## config.mk

```make
export PLATFORM = sky130hd
export DESIGN_NAME = blackice_reset_ctrl_flat
export DESIGN_NICKNAME = d
export VERILOG_FILES = /design/src/rtl/blackice_reset_ctrl_if.sv /design/src/rtl/blackice_reset_ctrl.sv /design/src/flat_wrapper.sv
export SDC_FILE = /design/constraint.sdc
export NUM_CORES = 1
export LEC_CHECK = 0
export CAP_MARGIN = 10
export CORE_UTILIZATION = 35
export CTS_CLUSTER_DIAMETER = 50
export DETAILED_ROUTE_END_ITERATION = 10
export SETUP_SLACK_MARGIN = 0.02
export SYNTH_ARGS = -nofsm -noshare
export SYNTH_HDL_FRONTEND = slang
export SYNTH_SLANG_ARGS = --single-unit
```

## constraint.sdc

```tcl
create_clock -name clock_in -period 1.8 [get_ports clock_in]
set_clock_uncertainty 0.1 [all_clocks]
set_input_delay 0.36 -clock clock_in [delete_from_list [all_inputs] [get_ports clock_in]]
set_output_delay 0.36 -clock clock_in [all_outputs]
set_load 0.01 [all_outputs]
```

## src/rtl/blackice_reset_ctrl_if.sv

```systemverilog
// Signal bundle between the BlackIce PLL/reset domain and the reset controller.
// The master side drives the PLL lock and software request; the slave side is the controller.
interface blackice_reset_ctrl_if #(
    parameter int LOSS_COUNT_WIDTH = 8
);
    logic                        pll_locked;
    logic                        soft_reset_req;
    logic                        soft_reset_ack;
    logic                        sys_reset;
    logic                        sys_resetn;
    logic [LOSS_COUNT_WIDTH-1:0] lock_loss_count;
    logic [2:0]                  state;

    modport master (
        output pll_locked,
        output soft_reset_req,
        input  soft_reset_ack,
        input  sys_reset,
        input  sys_resetn,
        input  lock_loss_count,
        input  state
    );

    modport slave (
        input  pll_locked,
        input  soft_reset_req,
        output soft_reset_ack,
        output sys_reset,
        output sys_resetn,
        output lock_loss_count,
        output state
    );
endinterface

```

## src/rtl/blackice_reset_ctrl.sv

```systemverilog
// SoC reset generator behind the iCE40 PLL: qualifies lock, stretches reset, releases it
// synchronously, and handles lock loss and software-requested resets.
module blackice_reset_ctrl #(
    parameter int LOCK_STABLE_CYCLES = 4096,
    parameter int RESET_HOLD_CYCLES  = 64,
    parameter int SYNC_STAGES        = 2,
    parameter int LOSS_COUNT_WIDTH   = 8
) (
    input  logic                 clock_in,
    input  logic                 resetn,
    blackice_reset_ctrl_if.slave bus
);
    localparam int MAX_CYCLES = (LOCK_STABLE_CYCLES > RESET_HOLD_CYCLES) ?
                                LOCK_STABLE_CYCLES : RESET_HOLD_CYCLES;
    localparam int CNT_W = $clog2(MAX_CYCLES + 1);
    localparam logic [CNT_W-1:0] STABLE_LAST = CNT_W'(LOCK_STABLE_CYCLES - 1);
    localparam logic [CNT_W-1:0] HOLD_LAST   = CNT_W'(RESET_HOLD_CYCLES - 1);

    typedef enum logic [2:0] {
        ST_RESET     = 3'd0,
        ST_WAIT_LOCK = 3'd1,
        ST_STABLE    = 3'd2,
        ST_HOLD      = 3'd3,
        ST_RUN       = 3'd4,
        ST_SOFT_HOLD = 3'd5
    } state_t;

    logic [1:0]                  rel_sync;
    logic [SYNC_STAGES-1:0]      lock_sync;
    logic                        locked_sync;
    logic                        req_prev;
    logic                        req_rise;
    state_t                      state_q;
    state_t                      state_d;
    logic [CNT_W-1:0]            cnt_q;
    logic [CNT_W-1:0]            cnt_d;
    logic                        pending_q;
    logic                        pending_d;
    logic                        ack_q;
    logic                        ack_d;
    logic                        sys_reset_q;
    logic                        sys_resetn_q;
    logic [LOSS_COUNT_WIDTH-1:0] loss_q;
    logic [LOSS_COUNT_WIDTH-1:0] loss_d;

    assign locked_sync = lock_sync[SYNC_STAGES-1];
    assign req_rise    = bus.soft_reset_req & ~req_prev;

    // Synchronizers and request edge register
    always_ff @(posedge clock_in or negedge resetn) begin
        if (!resetn) begin
            rel_sync  <= '0;
            lock_sync <= '0;
            req_prev  <= 1'b0;
        end else begin
            rel_sync  <= {rel_sync[0], 1'b1};
            lock_sync <= {lock_sync[SYNC_STAGES-2:0], bus.pll_locked};
            req_prev  <= bus.soft_reset_req;
        end
    end

    // State, shared counter and registered outputs
    always_ff @(posedge clock_in or negedge resetn) begin
        if (!resetn) begin
            state_q      <= ST_RESET;
            cnt_q        <= '0;
            pending_q    <= 1'b0;
            ack_q        <= 1'b0;
            sys_reset_q  <= 1'b1;
            sys_resetn_q <= 1'b0;
            loss_q       <= '0;
        end else begin
            state_q      <= state_d;
            cnt_q        <= cnt_d;
            pending_q    <= pending_d;
            ack_q        <= ack_d;
            sys_reset_q  <= (state_d != ST_RUN);
            sys_resetn_q <= (state_d == ST_RUN);
            loss_q       <= loss_d;
        end
    end

    always_comb begin
        state_d   = state_q;
        cnt_d     = cnt_q;
        pending_d = pending_q;
        loss_d    = loss_q;
        ack_d     = 1'b0;
        case (state_q)
            ST_RESET: begin
                if (rel_sync[1]) state_d = ST_WAIT_LOCK;
            end
            ST_WAIT_LOCK: begin
                if (locked_sync) begin
                    state_d = ST_STABLE;
                    cnt_d   = '0;
                end
            end
            ST_STABLE: begin
                if (!locked_sync) begin
                    state_d = ST_WAIT_LOCK;
                end else if (cnt_q == STABLE_LAST) begin
                    state_d = ST_HOLD;
                    cnt_d   = '0;
                end else begin
                    cnt_d = cnt_q + CNT_W'(1);
                end
            end
            ST_HOLD, ST_SOFT_HOLD: begin
                if (!locked_sync) begin
                    state_d = ST_WAIT_LOCK;
                end else if (cnt_q == HOLD_LAST) begin
                    state_d = ST_RUN;
                end else begin
                    cnt_d = cnt_q + CNT_W'(1);
                end
            end
            ST_RUN: begin
                // Lock loss wins over a simultaneous software request
                if (!locked_sync) begin
                    state_d = ST_WAIT_LOCK;
                    if (loss_q != '1) loss_d = loss_q + LOSS_COUNT_WIDTH'(1);
                end else if (req_rise) begin
                    state_d   = ST_SOFT_HOLD;
                    pending_d = 1'b1;
                    cnt_d     = '0;
                end
            end
            default: begin
                state_d = ST_RESET;
            end
        endcase
        // A pending soft request survives lock loss and is acknowledged on the next RUN entry
        if (state_d == ST_RUN && state_q != ST_RUN && pending_q) begin
            ack_d     = 1'b1;
            pending_d = 1'b0;
        end
    end

    assign bus.soft_reset_ack  = ack_q;
    assign bus.sys_reset       = sys_reset_q;
    assign bus.sys_resetn      = sys_resetn_q;
    assign bus.lock_loss_count = loss_q;
    assign bus.state           = state_q;
endmodule

```

## src/flat_wrapper.sv

```systemverilog
// flat-port wrapper written by rule: the top's interface ports become plain ports
module blackice_reset_ctrl_flat 
#(
    parameter int LOCK_STABLE_CYCLES = 4096,
    parameter int RESET_HOLD_CYCLES  = 64,
    parameter int SYNC_STAGES        = 2,
    parameter int LOSS_COUNT_WIDTH   = 8
)
  (clock_in, resetn, bus_pll_locked, bus_soft_reset_req, bus_soft_reset_ack, bus_sys_reset, bus_sys_resetn, bus_lock_loss_count, bus_state);
  blackice_reset_ctrl_if #(.LOSS_COUNT_WIDTH(LOSS_COUNT_WIDTH)) bus_i ();
  input  logic clock_in;
  input  logic resetn;
  input wire logic [$bits(bus_i.pll_locked)-1:0] bus_pll_locked;
  input wire logic [$bits(bus_i.soft_reset_req)-1:0] bus_soft_reset_req;
  output wire logic [$bits(bus_i.soft_reset_ack)-1:0] bus_soft_reset_ack;
  output wire logic [$bits(bus_i.sys_reset)-1:0] bus_sys_reset;
  output wire logic [$bits(bus_i.sys_resetn)-1:0] bus_sys_resetn;
  output wire logic [$bits(bus_i.lock_loss_count)-1:0] bus_lock_loss_count;
  output wire logic [$bits(bus_i.state)-1:0] bus_state;
  assign bus_i.pll_locked = bus_pll_locked;
  assign bus_i.soft_reset_req = bus_soft_reset_req;
  assign bus_soft_reset_ack = bus_i.soft_reset_ack;
  assign bus_sys_reset = bus_i.sys_reset;
  assign bus_sys_resetn = bus_i.sys_resetn;
  assign bus_lock_loss_count = bus_i.lock_loss_count;
  assign bus_state = bus_i.state;
  blackice_reset_ctrl #(.LOCK_STABLE_CYCLES(LOCK_STABLE_CYCLES), .RESET_HOLD_CYCLES(RESET_HOLD_CYCLES), .SYNC_STAGES(SYNC_STAGES), .LOSS_COUNT_WIDTH(LOSS_COUNT_WIDTH)) u_core (.clock_in(clock_in), .resetn(resetn), .bus(bus_i));
endmodule
```

# ---- Yosys cells after proc, flatten, opt, wreduce, memory -nomap -nowiden
# Cells that the tools add are included.
dict set report word_totals {
  reg_bits 33
  latchBits 0
  mem_bits_rw 0
  rom_bits 0
  in_bits 4
  output_inout_bits 14
  wordCells 65
  n_memories 0
}
dict set report classes {
  n_addsub 2
  mul 0
  div_mod_pow 0
  order_cmp 0
  n_eq_ne 17
  shifts 0
  mux 22
  bitwise_logic 3
  n_reduce_logical 11
}
# operator count
set op_table {}
lappend op_table {{$mux W13} 7}
lappend op_table {{$pmux W13 S4} 1}
lappend op_table {{$mux W3} 8}
lappend op_table {{$pmux W3 S5} 1}
lappend op_table {{$add A13 B1 Y13 const B} 1}
lappend op_table {{$eq A13 B12 Y1 const B} 1}
lappend op_table {{$eq A13 B6 Y1 const B} 1}
lappend op_table {{$ne A2 B1 Y1 const B} 5}
lappend op_table {{$eq A3 B3 Y1 const B} 3}
lappend op_table {{$add A8 B1 Y8 const B} 1}
lappend op_table {{$ne A8 B8 Y1 const B} 1}
lappend op_table {{$reduce_and A7 Y1} 1}
lappend op_table {{$eq A3 B2 Y1 const B} 2}
lappend op_table {{$ne A3 B3 Y1 const B} 2}
lappend op_table {{$reduce_and A3 Y1} 2}
lappend op_table {{$reduce_bool A2 Y1} 3}
lappend op_table {{$mux W1} 5}
lappend op_table {{$reduce_bool A4 Y1} 1}
lappend op_table {{$eq A3 B1 Y1 const B} 1}
lappend op_table {{$logic_not A3 Y1} 1}
lappend op_table {{$logic_and A1 B1 Y1} 2}
lappend op_table {{$ne A2 B2 Y1 const B} 1}
lappend op_table {{$not A1 Y1} 2}
lappend op_table {{$reduce_or A2 Y1} 1}
lappend op_table {{$and A1 B1 Y1} 1}

# ---- Logic depth before layout (Yosys ltp)
# Gate-level depths: netlist (run 1).
dict set report depth {
  ltp_word 10
  ltp_mapped 7
  mapped_depth_nobuf 6
}

# ---- Worst setup path after synthesis (run 1)
# OpenSTA, ideal clock, no wires.
dict set report synth_timing {
  path_kind {register -> register}
  from {register u_core.state_q[2] (netlist: u_core.bus.state[2])}
  to {register u_core.cnt_q[4]}
  setup_time_ps 121
  arrival_ps 1772
  t_required_ps 1579
  setup_slack_ps -193
  path_stages_with_launch 8
  n_path_buf 2
  period_less_slack_ps 1993
  cell_sequence {dfrtp_1 -> buf_2 -> nor2b_1 -> a22o_1 -> a211o_1 -> buf_4 -> a22o_1 -> a22o_1}
}
dict set report synth_between {
  elab_chain_len 4
  elab_cells_between_ends 15
  classes_between {11 x eq/ne; 1 x mux; 3 x reduce/logical}
}
# item line_no
set synth_lines {}
lappend synth_lines {{from (decl)} blackice_reset_ctrl.sv:33} ;# state_t state_q;
lappend synth_lines {{from (signal assigned)} blackice_reset_ctrl.sv:73} ;# state_q <= state_d;
lappend synth_lines {{$eq A3 B2 Y1 / $eq A3 B3 Y1 (equally long branches)} blackice_reset_ctrl.sv:89} ;# case (state_q)
lappend synth_lines {{$reduce_or A2 Y1} blackice_reset_ctrl.sv:89}
lappend synth_lines {{$ne A2 B1 Y1 (no line) (tied with other cells)} n/a}
lappend synth_lines {{$reduce_and A7 Y1 (no line)} n/a}
lappend synth_lines {{to (signal assigned)} blackice_reset_ctrl.sv:74} ;# cnt_q <= cnt_d;
lappend synth_lines {{to (decl)} blackice_reset_ctrl.sv:35} ;# logic [CNT_W-1:0] cnt_q;
# Parallel ways exist; a longest one is shown, timed or not.
# A chain may end at the register's enable or synchronous reset.

# ---- Final worst setup path (run 1)
dict set report layout_timing {
  from {register u_core.cnt_q[11]}
  to {register u_core.ack_q (netlist: u_core.bus.soft_reset_ack)}
}
dict set report layout_between {
  elab_chain_len 8
  elab_cells_between_ends 11
  classes_between {3 x eq/ne; 6 x mux; 2 x reduce/logical}
}
# item line_no
set layout_lines {}
lappend layout_lines {{$eq A13 B6 Y1 / $eq A13 B12 Y1 (equally long branches)} {blackice_reset_ctrl.sv:112, blackice_reset_ctrl.sv:102}}
lappend layout_lines {{$mux W3, on equally long branches} {blackice_reset_ctrl.sv:112, blackice_reset_ctrl.sv:102}}
lappend layout_lines {{$mux W3, on equally long branches} {blackice_reset_ctrl.sv:110, blackice_reset_ctrl.sv:100}}
lappend layout_lines {{$pmux W3 S5 (*)} blackice_reset_ctrl.sv:89}
lappend layout_lines {{net u_core.state_d[2]} blackice_reset_ctrl.sv:34} ;# state_t state_d;
lappend layout_lines {{$eq A3 B3 Y1 (*)} blackice_reset_ctrl.sv:134} ;# if (state_d == ST_RUN && state_q != ST_RUN && pending_q) begin
lappend layout_lines {{$logic_and A1 B1 Y1 (*) (2 in series)} blackice_reset_ctrl.sv:134}
lappend layout_lines {{$mux W1 (*)} blackice_reset_ctrl.sv:134}
lappend layout_lines {{net u_core.ack_d} blackice_reset_ctrl.sv:40} ;# logic ack_d;
lappend layout_lines {{to (signal assigned)} blackice_reset_ctrl.sv:76} ;# ack_q <= ack_d;
lappend layout_lines {{to (decl)} blackice_reset_ctrl.sv:39} ;# logic ack_q;
# The timed path passes the listed nets; every way through them passes the cells marked *.

==> impl_metrics.env, run 1 <==
export IMPL_outcome="finished with violations"
export IMPL_violations="negative setup slack"
export IMPL_ys_seq_elements=33
export IMPL_design_die_area_um2=5260
export IMPL_yosysSeqAreaShare=0.475
export IMPL_wl_per_cell_um=15.1
export IMPL_synth_distinct_cells=51
export IMPL_cts_clk_slew_worst_paths_ps=70
export IMPL_crit_path_top_delay_cell="or4_4"
export IMPL_vdd_drop_max_mv=0.521
export IMPL_viasPerCell=5.40
export IMPL_clk_latency_ps=280
export IMPL_clockBufferDepth=2
export IMPL_avgSynthCellArea_um2=10.0
export IMPL_antenna_cells=0
export IMPL_die_w_um=72.5
export IMPL_r2r_setup_slack_ps=-230
export IMPL_worstSetupEndpointType="flop"
export IMPL_powerDensity_nw_per_um2=683
export IMPL_ios=18
export IMPL_hpwl_um=3260
export IMPL_cts_tree="done"
export IMPL_cts_sinks=33
export IMPL_rows=25
export IMPL_finalNonFillerCells=326
export IMPL_fmax_mhz=492
export IMPL_slew_headroom=0.628
export IMPL_ys_flop_type="dfrtp_1"
export IMPL_slew_viol_final=0
export IMPL_core_area_um2=4750
export IMPL_syn_inst=174
export IMPL_min_period_ps=2030
export IMPL_busiest_layer="met2"
export IMPL_numPortBuffers=17
export IMPL_ant_nets=0
export IMPL_async_reset_ff_frac=1.00
export IMPL_layout_common_cells="buf_4, dfrtp_1, nand3_1"
export IMPL_synth_edff_count=0
export IMPL_r2r_start="u_core.cnt_q[11]"
export IMPL_met1_usage=0.233
export IMPL_critPathArrivalTime_ps=2150
export IMPL_drc_errors=0
export IMPL_grt_max_degree=34
export IMPL_worstPathCellList="or4_4 -> nor3_4 -> buf_6 -> a32o_2 -> and4b_4 -> and3_1"
export IMPL_initial_utilization=0.366
export IMPL_synth_warnings=0
export IMPL_finalCritPeriodShare=1.13
export IMPL_placedCellCount=304
export IMPL_regToRegEndpoint="u_core.bus.soft_reset_ack"
export IMPL_drive_gt1_frac=0.432
export IMPL_finalInstanceArea_um2=2750
export IMPL_use_met3=0.0417
export IMPL_synth_fp_nets=180
export IMPL_crit_path_max_fanout=4
export IMPL_seq_area_um2=831
export IMPL_finalSetupViolCount=21
export IMPL_worstMarginPinSlew_ps=557
export IMPL_multi_input_area_um2=1020
export IMPL_nets=264
export IMPL_grt_pass1_vias=1743
export IMPL_cp_start_kind="flop"
export IMPL_crit_type="flop to flop"
export IMPL_grt_pass1_wl_um=7660
export IMPL_placed_area_um2=2400
export IMPL_place_congestion=0.883
export IMPL_drv_cap=0
export IMPL_cp_startpoint="u_core.cnt_q[11]"
export IMPL_worstSetupEndpoint="u_core.bus.soft_reset_ack"
export IMPL_rsz0062_at_grt="true"
export IMPL_wl_um=4930
export IMPL_hold_class="flop to flop"
export IMPL_met2_usage=0.319
export IMPL_whs_path_depth=0
export IMPL_syn2layout_area_growth_pct=57.7
export IMPL_max_stage_delay_ps=550
export IMPL_antenna_found_initial=0
export IMPL_grt_overflow=0
export IMPL_final_hold_violation_count=0
export IMPL_final_common_cell="buf_4"
export IMPL_drtIter0Drc=149
export IMPL_grt_usage=0.187
export IMPL_vias=1759
export IMPL_fin_ws_ps=-234
export IMPL_fillCellCount=415
export IMPL_leakage_nw=1.26
export IMPL_final_core_util=0.578
export IMPL_clockRootBuffer="clkbuf_8"
export IMPL_r2r_cells=6
export IMPL_die_height_um=72.5
export IMPL_htree_levels=2
export IMPL_netlist_area_um2=1740
export IMPL_first_pass_iters=4
export IMPL_cp_required_ps=1920
export IMPL_cts_buffers=5
registers in the layout (all words and copies together), names as in the netlist:
name	count
u_core.bus.state	3
u_core.bus.soft_reset_ack	1
u_core.pending_q	1
u_core.bus.sys_reset	1
u_core.req_prev	1
u_core.rel_sync	2
u_core.bus.sys_resetn	1
u_core.lock_sync	2
u_core.bus.lock_loss_count	8
u_core.cnt_q	13
per-stage QoR:
stage | worst slack (ps) | power, mW | setup TNS, ps | hold slack (ps)
final | -234 | 1.88 | -3250 | 256
after global routing | -322 | 1.96 | -5020 | 263
after CTS | -245 | 1.83 | -3250 | 261
after detailed placement | -530 | 1.19 | -6610 | 246
after global placement | -486 | 1.18 | -6100 | 238
after floorplan | -136 | 0.999 | -1050 | -35.6
metal layers:
layer  part of all wire  vias up
li1                   -      821
met1               0.44      882
met2               0.50       45
met3              0.043       11
met4              0.022        0
met5                  0        -
cells by family after synthesis:
| logic type | share of synthesized area |
|---|---|
| compound gates | 0.200 |
| xor+xnor | 0.0352 |
| fa+ha+maj | 0.0144 |
| buf+inv | 0.0273 |
| flops | 0.475 |
| other cells | 0.00215 |
| simple gates | 0.246 |
layout make-up:
class	count	area share
multi-input combinational	133	0.370
sequential	33	0.303
timing repair buffer	82	0.260
clock buffer	8	0.0328
tap	67	0.0305
inverter	3	0.00410
where the power goes:
group | internal [mW] | leakage (nW) | switching, mW | total (mW)
logic | 0.258 | 0.779 | 0.244 | 0.502
clock network | 0.312 | 0.0455 | 0.265 | 0.576
registers | 0.772 | 0.431 | 0.0247 | 0.797
critical path, delay by kind of cell (launching register included):
family | cells | cell delay (ps)
buffers and inverters | 1 | 140
AO/OA/AOI/OAI | 1 | 190
AND/OR/NAND/NOR | 4 | 1160
flip-flops | 1 | 380
how the worst min path moves through the flow:
stage,from,to,slack (ps)
2_1_floorplan,resetn,u_core.bus.lock_loss_count[0],-40
5_1_grt,u_core.lock_sync[0],u_core.lock_sync[1],260
6_report,u_core.rel_sync[0],u_core.rel_sync[1],260
3_5_place_dp,u_core.rel_sync[0],u_core.rel_sync[1],250
4_1_cts,u_core.rel_sync[0],u_core.rel_sync[1],260
3_3_place_gp,u_core.lock_sync[0],u_core.lock_sync[1],240
synthesized netlist by cell type (4+ instances only):
cell / number / area, µm²
dfrtp_1: 32 / 801
a21oi_1: 4 / 20.0
and3_1: 8 / 50.1
nand3_1: 17 / 85.1
xnor2_1: 5 / 43.8
o22ai_1: 5 / 31.3
nor2_1: 12 / 45.0
nand4_1: 4 / 25.0
nor2b_1: 5 / 31.3
nand2_1: 12 / 45.0
o21ai_1: 4 / 20.0
a22o_1: 10 / 87.6
timing repair:
| item | 4_1_cts | 5_1_grt |
|---|---|---|
| resized for setup | 25 | 18 |
| hold buffers | 0 | 0 |
| cloned | 0 | 1 |
| pin swaps | 10 | 14 |
| setup endpoints to repair | 24 | 28 |
| hold endpoints to repair | 0 | 0 |
| setup buffers | 9 | 5 |
(Power assumes the default switching activity.)
==> inputs of run 2 (changes only) <==
--- a/config.mk
+++ b/config.mk
@@ -6,6 +6,7 @@
 export NUM_CORES = 1
 export LEC_CHECK = 0
 export CAP_MARGIN = 10
+export CORE_MARGIN = 1.5
 export CORE_UTILIZATION = 35
 export CTS_CLUSTER_DIAMETER = 50
 export DETAILED_ROUTE_END_ITERATION = 10
==> constraint.sdc (replaced) <==
create_clock -name clock_in -period 1.7 [get_ports clock_in]
set_clock_uncertainty 0.1 [all_clocks]
set_input_delay 0.34 -clock clock_in [delete_from_list [all_inputs] [get_ports clock_in]]
set_output_delay 0.34 -clock clock_in [all_outputs]
set_load 0.01 [all_outputs]
==> run 2 against run 1 <==
  * The flow still finishes with violations (negative setup slack)
  * Critical path type unchanged
  * Worst setup slack lost 78 ps
  * Critical endpoint unchanged
  * Via count increased by 5.7%
  * Largest cell class unchanged
  * Count of clock-buffer cells in the layout fell by 2
==> impl_metrics.env, run 2 (same netlist as run 1, synthesis figures left out) <==
export IMPL_hold_class="primary input to flop"
export IMPL_leakage_nw=1.42
export IMPL_die_w_um=73.5
export IMPL_place_congestion=0.866
export IMPL_drc_errors=0
export IMPL_postCtsHoldBufs=0
export IMPL_clkPwrFrac=0.363
export IMPL_cp_start_kind="flop"
export IMPL_worstPathCellList="or4_4 -> nor3_4 -> buf_6 -> a32o_2 -> and4b_4 -> and3_1"
export IMPL_final_hold_violation_count=0
export IMPL_whs_endpoint="u_core.req_prev"
export IMPL_die_height_um=73.5
export IMPL_path_buf_inv=1
export IMPL_placedCellCount=306
export IMPL_min_period_ps=2010
export IMPL_cts_sinks=33
export IMPL_clockRootBuffer="clkbuf_8"
export IMPL_p_int_mw=1.56
export IMPL_drv_cap=0
export IMPL_use_met3=0.0439
export IMPL_crit_type="flop to flop"
export IMPL_rows=25
export IMPL_wl_um=5460
export IMPL_first_pass_iters=4
export IMPL_top_register="u_core.cnt_q"
export IMPL_critPathArrivalTime_ps=2140
export IMPL_violations="negative setup slack"
export IMPL_clk_latency_ps=290
export IMPL_met1_usage=0.253
export IMPL_power_switching_uw=600
export IMPL_dp_slack_ps=-602
export IMPL_core_area_um2=4750
export IMPL_antenna_cells=0
export IMPL_r2r_cells=6
export IMPL_finalCritPeriodShare=1.18
export IMPL_layout_common_cells="buf_4, dfrtp_1, nand3_1"
export IMPL_viasPerCell=5.50
export IMPL_fillCellCount=394
export IMPL_grt_max_degree=34
export IMPL_fmax_mhz=497
export IMPL_largest_register_ff_count=13
export IMPL_comb_power_share=0.244
export IMPL_antenna_found_initial=0
export IMPL_drive_gt1_frac=0.494
export IMPL_max_stage_delay_ps=550
export IMPL_busiest_layer="met2"
export IMPL_crit_family="simple AND/OR/NAND/NOR gates"
export IMPL_fin_ws_ps=-312
export IMPL_crit_path_top_delay_cell="or4_4"
export IMPL_switching_share=0.278
export IMPL_vias=1860
export IMPL_initial_utilization=0.366
export IMPL_finalSetupViolCount=24
export IMPL_ant_nets=0
export IMPL_numPortBuffers=17
export IMPL_design_die_area_um2=5410
export IMPL_outcome="finished with violations"
export IMPL_powerDensity_nw_per_um2=736
export IMPL_vdd_drop_max_mv=0.524
export IMPL_sequentialPowerShare=0.394
export IMPL_grt_overflow=0
export IMPL_grt_pass1_vias=1936
export IMPL_grt_pass1_wl_um=8960
export IMPL_syn2layout_area_growth_pct=68.4
export IMPL_whs_path_depth=1
export IMPL_hpwl_um=3340
export IMPL_final_common_cell="buf_4"
export IMPL_met2_usage=0.377
export IMPL_cp_startpoint="u_core.cnt_q[11]"
export IMPL_ios=18
export IMPL_regToRegEndpoint="u_core.bus.soft_reset_ack"
export IMPL_htree_levels=2
export IMPL_cts_buffers=5
export IMPL_r2r_start="u_core.cnt_q[11]"
export IMPL_r2r_setup_slack_ps=-310
export IMPL_finalNonFillerCells=338
export IMPL_cts_tree="done"
export IMPL_rsz0062_at_grt="true"
export IMPL_wl_per_cell_um=16.2
export IMPL_cts_clk_slew_worst_paths_ps=70
export IMPL_grt_usage=0.217
export IMPL_cp_required_ps=1830
export IMPL_slew_viol_final=0
export IMPL_nets=276
export IMPL_hold_start="bus_soft_reset_req"
export IMPL_drtIter0Drc=146
export IMPL_clockBufferDepth=2
export IMPL_crit_path_max_fanout=4
export IMPL_worstSetupEndpointType="flop"
run 2: cell count changes in the layout (fill, tap and decap cells not counted), moves of 2 or more:
cell,before,now
nand3_1,15,13
nor2b_1,4,2
buf_4,57,64
nand3_2,2,4
dlymetal6s2s_1,1,3
clkdlybuf4s50_1,12,4
clkbuf_1,2,0
dlygate4sd2_1,3,10
buf_6,6,10
run 2: power by group through the flow:
stage	sequential, mW	combinational, mW	clock [mW]
after detailed placement	0.868	0.376	0
final	0.850	0.526	0.782
after global routing	0.853	0.559	0.830
after CTS	0.849	0.500	0.790
after floorplan	0.860	0.198	0
after global placement	0.865	0.371	0
run 2: per-layer routing:
| layer | part of all wire | vias up |
|---|---|---|
| li1 | - | 852 |
| met1 | 0.42 | 932 |
| met2 | 0.52 | 62 |
| met3 | 0.041 | 14 |
| met4 | 0.025 | 0 |
| met5 | 0 | - |
run 2: area by class of cell:
| type | instances | area, µm² | area share |
|---|---|---|---|
| Multi-Input combinational cell | 134 | 1090 | 0.371 |
| Sequential cell | 33 | 831 | 0.283 |
| Timing Repair Buffer | 93 | 798 | 0.272 |
| Tap cell | 67 | 83.8 | 0.0286 |
| Clock buffer | 6 | 82.6 | 0.0282 |
| Clock inverter | 2 | 37.5 | 0.0128 |
| Inverter | 3 | 11.3 | 0.00384 |
run 2: how the worst max path moves through the flow:
stage                                           end  slack [ps]  cells past startpoint
after floorplan                     u_core.cnt_q[5]        -240                      6
after global placement              u_core.cnt_q[5]        -560                      6
after detailed placement            u_core.cnt_q[5]        -600                      6
after CTS                 u_core.bus.soft_reset_ack        -290                      6
after global routing               u_core.cnt_q[12]        -370                      7
final                     u_core.bus.soft_reset_ack        -310                      6
run 2: per-stage QoR:
| step | util | cell area [µm²] | setup TNS, ps | power [mW] | hold WS (ps) |
|---|---|---|---|---|---|
| after floorplan | - | 1780 | -2920 | 1.06 | -55.6 |
| after global routing | 0.617 | 2930 | -6630 | 2.24 | 145 |
| after global placement | 0.507 | 2410 | -7300 | 1.24 | 241 |
| final | 0.617 | 2930 | -5110 | 2.16 | 123 |
| after CTS | 0.602 | 2860 | -4770 | 2.14 | 264 |
| after detailed placement | 0.507 | 2410 | -7750 | 1.24 | 248 |
run 2: what timing repair did:
action | CTS | global route
gates resized for setup | 55 | 12
setup buffers | 22 | 5
cloned | 2 | 0
pin swaps | 25 | 8
setup endpoints to repair | 37 | 29
==> inputs of run 3 (changes only) <==
--- a/config.mk
+++ b/config.mk
@@ -5,7 +5,7 @@
 export SDC_FILE = /design/constraint.sdc
 export NUM_CORES = 1
 export LEC_CHECK = 0
-export CAP_MARGIN = 10
+export CAP_MARGIN = 0
 export CORE_MARGIN = 1.5
 export CORE_UTILIZATION = 35
 export CTS_CLUSTER_DIAMETER = 50
==> results of run 3 <==
The final DEF is identical to that of run 2; final timing and power are the same.
